`config.mk`:
```
export PLATFORM = sky130hd
export DESIGN_NAME = serial_deserializer
export DESIGN_NICKNAME = d
export VERILOG_FILES = /design/src/rtl/serial_pkg.sv /design/src/rtl/shift_in_reg.sv /design/src/rtl/serial_deserializer.sv
export SDC_FILE = /design/constraint.sdc
export NUM_CORES = 1
export LEC_CHECK = 0
export ABC_AREA = 0
export BUFFER_PORTS_ARGS = -buffer_cell sky130_fd_sc_hd__buf_2
export CORE_UTILIZATION = 40
export DETAILED_ROUTE_END_ITERATION = 16
export GPL_TIMING_DRIVEN = 0
export PLACE_DENSITY_LB_ADDON = 0.15
export SLEW_MARGIN = 20
export SYNTH_ARGS = -nofsm -noshare
export SYNTH_HDL_FRONTEND = slang
export SYNTH_SLANG_ARGS = --single-unit
```
`constraint.sdc`:
```
create_clock -name clk -period 1.91 [get_ports clk]
set_input_delay 0.191 -clock clk [delete_from_list [all_inputs] [get_ports clk]]
set_output_delay 0.191 -clock clk [all_outputs]
set_load 0.1 [all_outputs]
```
`src/rtl/serial_pkg.sv`:
```
// rtl/serial_pkg.sv - shared types and helpers for the serial receive path
package serial_pkg;

    typedef enum logic {
        IDLE = 1'b0,
        RECV = 1'b1
    } rx_state_t;

    // Bit counter must be able to hold the value NBITS.
    function automatic int cnt_width(input int nbits);
        return $clog2(nbits + 1);
    endfunction

endpackage

```
`src/rtl/shift_in_reg.sv`:
```
// rtl/shift_in_reg.sv - right-shifting serial-in register, LSB-first reassembly
module shift_in_reg #(
    parameter int NBITS = 4
) (
    input  logic             clk,
    input  logic             reset,
    input  logic             en,
    input  logic             clr,
    input  logic             din,
    output logic [NBITS-1:0] q,
    output logic [NBITS-1:0] shifted
);

    logic [NBITS-1:0] base;
    logic [NBITS-1:0] din_msb;

    // clr with en drops any stale bits but still takes din as the new first bit.
    always_comb begin
        din_msb            = '0;
        din_msb[NBITS-1]   = din;
        base               = clr ? '0 : q;
        shifted            = (base >> 1) | din_msb;
    end

    always_ff @(posedge clk or negedge reset) begin
        if (!reset) begin
            q <= '0;
        end else if (en) begin
            q <= shifted;
        end else if (clr) begin
            q <= '0;
        end
    end

endmodule

```
`src/rtl/serial_deserializer.sv`:
```
// rtl/serial_deserializer.sv - serial-to-parallel receiver with valid/ready output and overrun flag
module serial_deserializer
    import serial_pkg::*;
#(
    parameter int NBITS = 4
) (
    input  logic             clk,
    input  logic             reset,
    input  logic             start,
    input  logic             bit_en,
    input  logic             Din_serie,
    input  logic             Dout_ready,
    input  logic             clr_ovr,
    output logic [NBITS-1:0] Dout,
    output logic             Dout_valid,
    output logic             busy,
    output logic             overrun
);

    localparam int CW = cnt_width(NBITS);

    rx_state_t        state;
    logic [CW-1:0]    cnt;
    logic [CW-1:0]    cnt_next;
    logic             accept;
    logic             restart;
    logic             complete;
    logic [NBITS-1:0] shreg;
    logic [NBITS-1:0] word;

    assign accept   = bit_en && (start || (state == RECV));
    assign restart  = bit_en && start;
    assign cnt_next = restart ? CW'(1) : cnt + CW'(1);
    assign complete = accept && (cnt_next == CW'(NBITS));
    assign busy     = (state == RECV);

    shift_in_reg #(
        .NBITS(NBITS)
    ) u_shift (
        .clk     (clk),
        .reset   (reset),
        .en      (accept),
        .clr     (restart),
        .din     (Din_serie),
        .q       (shreg),
        .shifted (word)
    );

    always_ff @(posedge clk or negedge reset) begin
        if (!reset) begin
            state <= IDLE;
            cnt   <= '0;
        end else if (complete) begin
            state <= IDLE;
            cnt   <= '0;
        end else if (accept) begin
            state <= RECV;
            cnt   <= cnt_next;
        end
    end

    // A completing word may replace the held one only if it is consumed this same cycle.
    always_ff @(posedge clk or negedge reset) begin
        if (!reset) begin
            Dout       <= '0;
            Dout_valid <= 1'b0;
            overrun    <= 1'b0;
        end else begin
            if (complete && !(Dout_valid && !Dout_ready)) begin
                Dout       <= word;
                Dout_valid <= 1'b1;
            end else if (Dout_ready) begin
                Dout_valid <= 1'b0;
            end

            if (complete && Dout_valid && !Dout_ready) begin
                overrun <= 1'b1;
            end else if (clr_ovr) begin
                overrun <= 1'b0;
            end
        end
    end

endmodule
```
==> metrics.yaml, run 1 <==
setup_tns_ns: 0
std_cell_rows: 13
antenna_found_initial: 0
post_dp_cell_area_um2: 678
yosys.cell_types.count: 21
dp_hpwl_um: 741
synthArstFlopShare_pct: 100
wl_per_cell_um: 12.0
grt_start_max_net_pins: 14
leakagePower_nw: 0.375
numCtsBuffers: 3
antenna_cells: 0
hold_depth: 2
cp_cell_sequence: "ha_1 > or2b_1 > nor4b_4 > mux2_4"
track_usage_pct: 14.5
status: "completed"
slowest_stage: "dfrtp_1"
ff2ff_setup_slack_ns: 0.11
p_per_area_nw_per_um2: 1700
drc_errors: 0
peakVddDrop_mv: 0.615
crit_buf_inv: 0
timing.rr.start: "cnt[0]"
syn_avg_cell_area_um2: 11.9
grt_pass1_wl_um: 1440
fin_skew_ns: 0.00470
worstPathMaxFanout: 4
layout-drive-gt1-share_pct: 35.7
areaGrowthSynthToFinish_pct: 23.0
vias: 407
syn_inst: 50
finalWirelength_um: 1020
end_kind: "register"
clock_path_buffers: 2
synth-edff-count: 0
cp-start-kind: "register"
synthTopCellsByCount: "dfrtp_1, nand2_1, inv_1"
dr.first_iter.drc_count: 5
cts-root-buf: "clkbuf_4"
synthDominantCellAreaShare_pct: 54.9
r2r_end: "Dout[3]"
fmax_mhz: 557
drt-pass1-iter-count: 4
via_per_inst: 4.79
final_nets: 79
cts_resized: 0
drv_cap: 0
yosysSeqAreaShare_pct: 54.9
stdcell_area_um2: 729
crit_arrival_ns: 1.95
rsz0062_at_grt: "no"
fillCellCount: 128
required_ns: 2.07
syn_area_um2: 593
finalSetupViolCount: 0
ys_warn_count: 0
finalHoldViolations: 0
cts_tree: "done"
r2r_cells: 4
h-tree-depth: 1
cpLargestDelayFamily: "simple AND/OR/NAND/NOR gates"
slew_viol_final: 0
die_w_um: 40.5
ys_seq_elements: 13
clkTransAtPathRegs_ns: 0.08
min_to: "overrun"
initial_core_util_pct: 44.5
synth.area.top_cells: "dfrtp_1, mux2i_1, nand2_1"
place.gp.congestion: 0.711
yosys_most_used_dff: "dfrtp_1"
synth_top_cell_by_area: "dfrtp_1"
cpPeakStageDelay_ns: 0.41
period_share_pct: 94.1
die_area_um2: 1640
layout_min_cycle_time_ns: 1.80
port-buffer-count: 13
synth_nets: 58
drt.antenna.violating_nets: 0
worst_pin_slew_ns: 0.553
yosysMostFrequentCell: "dfrtp_1"
relSlewSlack_pct: 62.7
first_global_vias: 342
crit_type: "reg2reg"
clock_latency_ns: 0.27
cts_sinks: 13
core-area_um2: 1330
grt_overflow: 0
io_pins: 14
die_y_um: 40.5
hp-start: "clr_ovr"
hold_path.class: "in2reg"
per-layer routing:
layer  global-route usage (%)  wire (um)  up-vias
li1                         -          -      210
met1                     20.3        508      181
met2                     19.4        445       14
met3                     3.33         53        2
met4                     10.0          7        0
met5                        0          0        -
cell families after synthesis:
| family | Yosys count | synth area share [%] |
|---|---|---|
| compound gates | 9 | 10.5 |
| xor+xnor | 1 | 1.48 |
| fa+ha+maj | 1 | 2.11 |
| buf+inv | 6 | 3.80 |
| flops | 13 | 54.9 |
| mux | 5 | 9.49 |
| simple gates | 15 | 17.7 |
final cells by class:
type | count | area [um^2] | area share [%]
Timing Repair Buffer | 16 | 90.1 | 12.3
Clock buffer | 4 | 26.3 | 3.60
Tap cell | 15 | 18.8 | 2.57
Sequential cell | 13 | 327 | 44.8
Multi-Input combinational cell | 31 | 245 | 33.6
Inverter | 6 | 22.5 | 3.09
worst max path at each step:
stage,from,to,slack (ns),cells past startpoint
after floorplan,cnt[0],Dout[3],0.13,4
after global placement,cnt[0],Dout[3],0.04,4
after detailed placement,cnt[0],Dout[3],0.04,4
after CTS,cnt[0],Dout[3],0.01,4
after global routing,cnt[0],Dout[0],0.05,5
final,cnt[0],Dout[3],0.11,4
layout by cell type, fill, tap and decap left out, types with 2 or more instances in the layout:
master     n
inv_1      6
nand2_1    7
dfrtp_1   12
o22ai_1    2
a22o_1     2
o21ai_0    2
clkbuf_4   3
nor2_1     2
buf_2     13
buf_4      2
mux2i_1    3
through the flow:
step | setup WS (ns) | instances | utilization [%] | power (mW) | hold WS, ns
finish | 0.113 | 85 | 54.7 | 1.24 | 0.0980
global route | 0.0527 | 85 | 54.7 | 1.31 | 0.0978
CTS | 0.0118 | 83 | 53.6 | 1.25 | 0.0863
detailed placement | 0.0435 | 78 | 50.8 | 1.07 | 0.0955
global placement | 0.0379 | 78 | 50.8 | 1.06 | 0.0901
floorplan | 0.128 | 50 | - | 0.969 | -0.105
flip-flops by register name, summed over array words and instances (netlist names):
signal,cells
Dout,4
Dout_valid,1
busy,1
cnt,3
overrun,1
u_shift.q,3
power by group:
group | internal, mW | leakage (nW) | switching (mW) | total [mW]
Sequential | 0.362 | 0.158 | 0.0610 | 0.423
Combinational | 0.148 | 0.202 | 0.498 | 0.646
Clock | 0.0808 | 0.0150 | 0.0889 | 0.170
what timing repair did:
action / in CTS / in global routing
setup buffers: 0 / 2
endpoints found under the hold margin: 13 / 0
hold buffers: 1 / 0
endpoints found under the setup margin: 0 / 1
No activity file was read; power rests on OpenSTA's default activity.
==> run 2: changes to the inputs <==
--- a/config.mk
+++ b/config.mk
@@ -5,12 +5,13 @@
 export SDC_FILE = /design/constraint.sdc
 export NUM_CORES = 1
 export LEC_CHECK = 0
-export ABC_AREA = 0
+export ABC_AREA = 1
 export BUFFER_PORTS_ARGS = -buffer_cell sky130_fd_sc_hd__buf_2
 export CORE_UTILIZATION = 40
 export DETAILED_ROUTE_END_ITERATION = 16
 export GPL_TIMING_DRIVEN = 0
 export PLACE_DENSITY_LB_ADDON = 0.15
+export SKIP_CTS_REPAIR_TIMING = 1
 export SLEW_MARGIN = 20
 export SYNTH_ARGS = -nofsm -noshare
 export SYNTH_HDL_FRONTEND = slang
==> run 2 against run 1 <==
  * Sequential cell count unchanged
  * Core utilization decreased by 0.57 points
  * Clock power barely moved
  * Register-to-register slack better by 0.48 ns
  * Critical path depth shrank 3
  * Clock-buffer cell count is the same
  * Final area up 2.6%
  * Wire length up 3.9%
==> metrics.yaml, run 2 <==
status: "completed"
grt_start_max_net_pins: 14
worstPathMaxFanout: 4
regMostFlops: "Dout"
place.gp.congestion: 0.695
cts_tree: "done"
fin_skew_ns: 0.00157
peakVddDrop_mv: 0.478
wl_per_cell_um: 10.7
crit_buf_inv: 1
synthTopCellsByCount: "nand2_1, dfrtp_1, inv_1"
via_per_inst: 4.98
h-tree-depth: 1
drc_errors: 0
met1_usage_pct: 20.0
dp_hpwl_um: 811
layout-drive-gt1-share_pct: 29.8
dp_cells: 94
ff2ff_setup_slack_ns: 0.59
leakagePower_nw: 0.411
io_pins: 14
ys_seq_elements: 13
synth_top_cell_by_area: "dfrtp_1"
drt-pass1-iter-count: 4
dr.first_iter.drc_count: 6
synthDominantCellAreaShare_pct: 51.8
slew_viol_final: 0
fillCellCount: 122
finalWirelength_um: 1060
ys_warn_count: 0
required_ns: 1.72
cts_sinks: 13
std_cell_rows: 13
hold_path.class: "in2reg"
die_y_um: 41.6
relSlewSlack_pct: 67.6
final_cell_mix: "nand2_1, dfrtp_1, buf_2, inv_1, o21ai_0"
met3_usage_pct: 5.22
busiest_layer: "met2"
crit_type: "reg2out"
synth_nets: 74
p_per_area_nw_per_um2: 1140
drt.antenna.violating_nets: 0
syn_area_um2: 628
grt_overflow: 0
largest_reg_flops: 4
die_w_um: 41.6
core-area_um2: 1380
areaGrowthSynthToFinish_pct: 19.1
synth.area.top_cells: "dfrtp_1, nand2_1, inv_1"
crit_arrival_ns: 1.17
slowest_stage: "buf_2"
yosys.cell_types.count: 16
hold_depth: 3
antenna_found_initial: 0
cpLargestDelayFamily: "buffers and inverters"
cp_cell_sequence: "buf_2"
cp-start-kind: "register"
syn_avg_cell_area_um2: 9.52
fmax_mhz: 737
port-buffer-count: 13
yosys_most_used_dff: "dfrtp_1"
drv_cap: 0
hp-start: "Din_serie"
vias: 493
finalHoldViolations: 0
cpPeakStageDelay_ns: 0.46
synthArstFlopShare_pct: 100
r2r_cells: 5
period_share_pct: 71.0
initial_core_util_pct: 45.4
antenna_cells: 0
clock_path_buffers: 2
layout_top_registers: "Dout: 4 flops, cnt: 3 flops, u_shift.q: 3 flops"
clkTransAtPathRegs_ns: 0.08
finalSetupViolCount: 0
yosysMostFrequentCell: "nand2_1"
final_common_cell: "nand2_1"
end_kind: "primary output"
final_nets: 93
track_usage_pct: 14.8
numCtsBuffers: 3
die_area_um2: 1730
setup_tns_ns: 0
stdcell_count: 99
clock_latency_ns: 0.27
synth-edff-count: 0
grtUsageMet2_pct: 20.6
yosysSeqAreaShare_pct: 51.8
grt_pass1_wl_um: 1950
cts-root-buf: "clkbuf_4"
syn_inst: 66
first_global_vias: 468
rsz0062_at_grt: "no"
min_to: "u_shift.q[3]"
timing.rr.start: "cnt[0]"
crit_path_start: "busy"
worst_pin_slew_ns: 0.489
layout_min_cycle_time_ns: 1.36
r2r_end: "Dout[2]"
-- run 2: cell types whose count changed after synthesis, sizes merged, moves of 3 or more --
cell / delta
nand2: +14
inv: +4
nand4: +4
o21ai: +4
a22o: -3
mux2i: -3
nand3: +3
nor2: +3
-- run 2: per-layer routing --
| layer | vias to the layer above | share of wire (%) |
|---|---|---|
| met2 | 13 | 45 |
| met5 | - | 0 |
| met1 | 225 | 49 |
| li1 | 251 | - |
| met4 | 0 | 2.4 |
| met3 | 4 | 4.0 |
-- run 2: area by class of cell --
cell class | count | area [um^2] | area share (%)
multi-input cells | 43 | 265 | 35.5
inverters | 10 | 37.5 | 5.02
well taps | 15 | 18.8 | 2.51
flip-flops and latches | 13 | 325 | 43.5
clock buffers | 4 | 26.3 | 3.51
repair buffers | 14 | 75.1 | 10.0
-- run 2: cell families after synthesis --
family	synth area share (%)
fa+ha+maj	1.99
flops	51.8
simple gates	30.9
mux	1.79
buf+inv	5.98
compound gates	7.57
-- run 2: worst max path at each step --
stage | endpoint | slack [ns] | depth (start not counted)
6_report | busy | 0.55 | 1
5_1_grt | Dout[2] | 0.50 | 7
4_1_cts | busy | 0.54 | 1
3_5_place_dp | Dout[3] | 0.60 | 5
3_3_place_gp | Dout[3] | 0.60 | 5
2_1_floorplan | Dout[0] | 0.24 | 5
-- run 2: worst reg2reg max path, delay by kind of cell, from the launching register on --
| kind | cells | cell delay (ns) |
|---|---|---|
| simple gates | 4 | 0.44 |
| flops | 1 | 0.41 |
| fa+ha+maj | 1 | 0.36 |
-- run 2: power by group --
group          internal (mW)  switching (mW)  total (mW)
sequential             0.315          0.0215       0.337
clock                 0.0810          0.0871       0.168
combinational         0.0625           0.286       0.348
total                  0.459           0.395       0.853
-- run 2: per-stage QoR --
| step | power [mW] | setup WS [ns] | hold slack (ns) | utilization (%) | instance area, um^2 |
|---|---|---|---|---|---|
| global route | 0.901 | 0.504 | 0.146 | 54.1 | 748 |
| floorplan | 0.630 | 0.237 | -0.105 | - | 628 |
| CTS | 0.859 | 0.539 | -0.201 | 53.4 | 738 |
| finish | 0.853 | 0.553 | 0.140 | 54.1 | 748 |
| detailed placement | 0.691 | 0.597 | 0.0978 | 51.5 | 712 |
| global placement | 0.687 | 0.601 | 0.0981 | 51.5 | 712 |
